## src/rtl/aes_key_memory_if.sv

```systemverilog
// rtl/aes_key_memory_if.sv - key-memory bus: init/key in, round-key read port, shared S-box link
interface aes_key_memory_if;
  logic         init;
  logic [127:0] key;
  logic [3:0]   round;
  logic [127:0] roundKey;
  logic [31:0]  sBoxRequest;
  logic [31:0]  sBoxResponse;
  logic         ready;

  // Key memory side
  modport slave (
    input  init, key, round, sBoxResponse,
    output roundKey, sBoxRequest, ready
  );

  // Encryption block / top-level side
  modport master (
    output init, key, round, sBoxResponse,
    input  roundKey, sBoxRequest, ready
  );
endinterface

```

## src/rtl/aes_key_memory.sv

```systemverilog
// rtl/aes_key_memory.sv - AES-128 key expansion into 11 round-key slots with combinational read port
module aes_key_memory #(
  parameter int NUM_ROUNDS = 10
) (
  input  logic               clk,
  input  logic               reset,
  aes_key_memory_if.slave    bus
);

  localparam logic [3:0] LAST = 4'(NUM_ROUNDS);

  typedef enum logic [1:0] {IDLE, INIT, GEN} state_t;

  state_t       state_q, state_d;
  logic         ready_q, ready_d;
  logic [3:0]   ctr_q, ctr_d;
  logic [7:0]   rcon_q, rcon_d;
  logic [127:0] prev_q, prev_d;
  logic [127:0] slot_q [0:NUM_ROUNDS];

  logic         wr_en;
  logic [3:0]   wr_idx;
  logic [127:0] wr_data;

  logic [31:0]  w0, w1, w2, w3, t, k0, k1, k2, k3;
  logic [127:0] new_key;
  logic [7:0]   rcon_next;

  assign w0 = prev_q[127:96];
  assign w1 = prev_q[95:64];
  assign w2 = prev_q[63:32];
  assign w3 = prev_q[31:0];

  // S-box is fed the unrotated last word; rotation is applied on the response
  assign bus.sBoxRequest = (state_q == GEN) ? w3 : 32'h0;

  assign t  = {bus.sBoxResponse[23:0], bus.sBoxResponse[31:24]} ^ {rcon_q, 24'h0};
  assign k0 = w0 ^ t;
  assign k1 = w1 ^ k0;
  assign k2 = w2 ^ k1;
  assign k3 = w3 ^ k2;
  assign new_key = {k0, k1, k2, k3};

  assign rcon_next = {rcon_q[6:0], 1'b0} ^ (8'h1b & {8{rcon_q[7]}});

  assign bus.ready    = ready_q;
  assign bus.roundKey = (bus.round <= LAST) ? slot_q[bus.round] : 128'h0;

  // Next-state and slot-write control for the expansion sequencer
  always_comb begin
    state_d = state_q;
    ready_d = ready_q;
    ctr_d   = ctr_q;
    rcon_d  = rcon_q;
    prev_d  = prev_q;
    wr_en   = 1'b0;
    wr_idx  = ctr_q;
    wr_data = new_key;
    case (state_q)
      IDLE: begin
        if (bus.init) begin
          state_d = INIT;
          ready_d = 1'b0;
        end
      end
      INIT: begin
        wr_en   = 1'b1;
        wr_idx  = 4'd0;
        wr_data = bus.key;
        prev_d  = bus.key;
        ctr_d   = 4'd1;
        rcon_d  = 8'h01;
        state_d = GEN;
      end
      GEN: begin
        wr_en  = 1'b1;
        prev_d = new_key;
        ctr_d  = ctr_q + 4'd1;
        rcon_d = rcon_next;
        if (ctr_q == LAST) begin
          state_d = IDLE;
          ready_d = 1'b1;
        end
      end
      default: begin
        state_d = IDLE;
        ready_d = 1'b1;
      end
    endcase
  end

  // Sequencer state; reset aborts any expansion in progress
  always_ff @(posedge clk or posedge reset) begin
    if (reset) begin
      state_q <= IDLE;
      ready_q <= 1'b1;
      ctr_q   <= 4'd0;
      rcon_q  <= 8'h01;
      prev_q  <= 128'h0;
    end else begin
      state_q <= state_d;
      ready_q <= ready_d;
      ctr_q   <= ctr_d;
      rcon_q  <= rcon_d;
      prev_q  <= prev_d;
    end
  end

  // Round-key slots, one written per cycle during INIT/GEN
  always_ff @(posedge clk or posedge reset) begin
    if (reset) begin
      for (int i = 0; i <= NUM_ROUNDS; i++) slot_q[i] <= 128'h0;
    end else if (wr_en) begin
      slot_q[wr_idx] <= wr_data;
    end
  end

endmodule

```

## src/flat_wrapper.sv

```systemverilog
// flat-port wrapper written by rule: the top's interface ports become plain ports
module aes_key_memory_flat 
#(
  parameter int NUM_ROUNDS = 10
)
  (clk, reset, bus_init, bus_key, bus_round, bus_sBoxResponse, bus_roundKey, bus_sBoxRequest, bus_ready);
  aes_key_memory_if bus_i ();
  input  logic clk;
  input  logic reset;
  input wire logic [$bits(bus_i.init)-1:0] bus_init;
  input wire logic [$bits(bus_i.key)-1:0] bus_key;
  input wire logic [$bits(bus_i.round)-1:0] bus_round;
  input wire logic [$bits(bus_i.sBoxResponse)-1:0] bus_sBoxResponse;
  output wire logic [$bits(bus_i.roundKey)-1:0] bus_roundKey;
  output wire logic [$bits(bus_i.sBoxRequest)-1:0] bus_sBoxRequest;
  output wire logic [$bits(bus_i.ready)-1:0] bus_ready;
  assign bus_i.init = bus_init;
  assign bus_i.key = bus_key;
  assign bus_i.round = bus_round;
  assign bus_i.sBoxResponse = bus_sBoxResponse;
  assign bus_roundKey = bus_i.roundKey;
  assign bus_sBoxRequest = bus_i.sBoxRequest;
  assign bus_ready = bus_i.ready;
  aes_key_memory #(.NUM_ROUNDS(NUM_ROUNDS)) u_core (.clk(clk), .reset(reset), .bus(bus_i));
endmodule
```

## config.mk

```make
export PLATFORM = sky130hd
export DESIGN_NAME = aes_key_memory_flat
export DESIGN_NICKNAME = d
export VERILOG_FILES = /design/src/rtl/aes_key_memory_if.sv /design/src/rtl/aes_key_memory.sv /design/src/flat_wrapper.sv
export SDC_FILE = /design/constraint.sdc
export NUM_CORES = 2
export LEC_CHECK = 0
export BUFFER_PORTS_ARGS = -buffer_cell sky130_fd_sc_hd__buf_2
export CELL_PAD_IN_SITES_DETAIL_PLACEMENT = 1
export CELL_PAD_IN_SITES_GLOBAL_PLACEMENT = 1
export CORE_MARGIN = 2
export CORE_UTILIZATION = 44
export CTS_CLUSTER_SIZE = 16
export DETAILED_ROUTE_END_ITERATION = 12
export PLACE_DENSITY = 0.84
export SLEW_MARGIN = 20
export SYNTH_ARGS = -nofsm -noshare
export SYNTH_HDL_FRONTEND = slang
export SYNTH_SLANG_ARGS = --single-unit
```

## constraint.sdc

```tcl
create_clock -name clk -period 51.5 [get_ports clk]
set_input_delay 10.3 -clock clk [delete_from_list [all_inputs] [get_ports clk]]
set_output_delay 10.3 -clock clk [all_outputs]
set_load 0.02 [all_outputs]
```

==> metrics.cfg <==
[synthesis]
synth_area_leaders=dfrtp_1, o21ai_0, nand2_1
synth_edf_count=0
yosysTopAreaCell=dfrtp_1
synth_commonest_cells=o21ai_0, dfrtp_1, nand2_1
synthFlopType=dfrtp_1
synth.avg_cell_area_um2=9.97
yosys.cell_types.count=54
synth_most_common_cell=o21ai_0
synth_top_area_share_pct=54.2
synthesis.area_mm2=0.0716
async_flop_share_pct=100
synth_nets=7348
synth_cells=7175
yosys_warnings=0
seq_area_frac_synth_pct=54.2
ys_ff_latch=1551

[clock_tree]
numCtsBuffers=164
cts.path.max_buffers=3
clk_pin_slew_ns=0.06
post_cts_buffers=0
root_buffer=clkbuf_16
tritoncts=yes
ctsHoldBuffers=0
clock_sinks=1551
clock_latency_ns=0.82
ctsResizeCount=0
cts_max_level=4

[timing]
skew_ns=0.0351
finalSetupTns_ns=0
rsz0062_at_grt=no
setup_violations=0
min_period_ns=25.14
finalMaxSlewViolations=0
fin_crit_sh_pct=48.8
timing.slew.headroom_pct=18.0
hold_ws_ns=0.475
final_hold_viol_count=0
fmax_mhz=39.8
tightest_slew_ns=1.20

[global_route]
gr-usage-all-layers_pct=31.3
grt_pass1_vias=62600
grt_overflow=0
grt_pass1_wl_um=394000
grt_antenna_before_repair=44
grt_max_degree=193

[min_path]
hp-class=reg2reg
hp-start=u_core.slot_q[714]
hold_end=u_core.slot_q[714]
min_path_cells=2

[flow_run]
drv_cap=0

[cells_and_area]
area_growth_syn_to_layout_pct=11.2
fin_util_pct=49.1
fin_cells=9428
drive_above_1_share_pct=13.3
finalNetCount=7280

[setup_path]
slowest_delay_ns=0.88
required_ns=41.20
crit_chain=buf_8, buf_4, buf_4, buf_4, mux4_2, nor2_1, o32ai_1, buf_2
crit_buf_inv=5
r2r-start=u_core.state_q[1]
criticalPathCategory=in2out
path_common_cell=buf_4
setup.worst_path.end_class=output pin
crit_family=buffers and inverters
start_kind=input pin
rrSetupSlack_ns=46.30
slowest_stage=buf_4
timing.rr.end=u_core.slot_q[393]
crit_path_max_fanout=66
crit_arrival_ns=14.84
r2r_cells=8

[outcome]
status=completed

[drt]
wirelength_um=262000
first_pass_iters=5
dr.first_iter.drc_count=5688
viasPerCell=6.22
drc=0
drt-wirelength-per-cell_um=27.8
antenna_left=0
vias=58600

[place]
hpwlAfterDp_um=158000
io_buffer_count=327
globalplace.congestion=0.864
dp.cells=9115

[floorplan]
rows=148
start_util_pct=44.1
ios=328
dieWidth_um=407
fp.dieH_um=407
core_area_mm2=0.162
dieArea_mm2=0.166

[power]
powerDensity_mw_per_mm2=65.5
peakVddDrop_mv=0.0719
power_mw=5.22
leakage_nw=36.8

[sequential cells by signal (all words and copies together) (netlist names)]
signal	cells
u_core.ctr_q	4
u_core.prev_q	128
u_core.state_q	2
u_core.bus.ready	1
u_core.rcon_q	8
u_core.slot_q	1408
[cells by family after synthesis]
kind of cell | after synthesis | synth area share, %
buf+inv | 683 | 4.09
simple gates | 1840 | 10.1
fa+ha+maj | 6 | 0.105
flops | 1551 | 54.2
xor+xnor | 174 | 3.12
compound gates | 2281 | 17.0
mux | 640 | 11.3
[tightest hold or removal path, stage by stage (launching register included)]
cell     delay [ns]
dfrtp_1        0.34
nand2_1        0.04
o21ai_0        0.06
[worst max path at each step]
stage | from | end | slack [ns] | cells past startpoint
after global routing | bus_round[1] | bus_roundKey[33] | 26.18 | 8
after detailed placement | bus_round[1] | bus_roundKey[33] | 26.47 | 8
after floorplan | reset | u_core.ctr_q[0] | 19.72 | 1
after CTS | bus_round[1] | bus_roundKey[33] | 26.46 | 8
after global placement | bus_round[1] | bus_roundKey[42] | 26.46 | 8
final | bus_round[1] | bus_roundKey[33] | 26.36 | 8
[report_power, final]
part	internal (mW)	switching (mW)	total (mW)
combinational	0.645	1.56	2.21
clock	0.690	0.516	1.21
sequential	1.56	0.240	1.80
total	2.90	2.32	5.22
[area by class of cell]
type                            instances  area (µm²)
Antenna cell                           19        47.5
Clock buffer                          244        4830
Clock inverter                         49         542
Fill cell                           18000       82600
Inverter                               19        80.1
Multi-Input combinational cell       4941       30000
Sequential cell                      1551       38800
Tap cell                             2175        2720
Timing Repair Buffer                  430        2540
[metal layers]
layer | up-vias | share of wire, % | track usage (%)
met2 | 2533 | 47 | 50.0
met5 | - | 0.12 | 0
met3 | 725 | 9.4 | 9.03
met1 | 30500 | 38 | 38.6
li1 | 24800 | - | -
met4 | 54 | 5.0 | 16.1
[placed cells by master, fill, tap and decap left out, drive strengths merged, types with 97 or more instances in the layout]
cell type,n
o21ai,1641
nand2,1451
dfrtp,1549
a221oi,97
clkbuf,244
mux4,128
o22ai,159
buf,430
a21oi,341
mux2i,436
nor2,238
[per-stage QoR]
stage	instance area (µm²)	setup WS, ns
finish	79600	26.36
global route	79600	26.18
CTS	79500	26.46
detailed placement	74100	26.47
global placement	74100	26.46
floorplan	71600	19.72
Power figures use the tool's default switching activity.
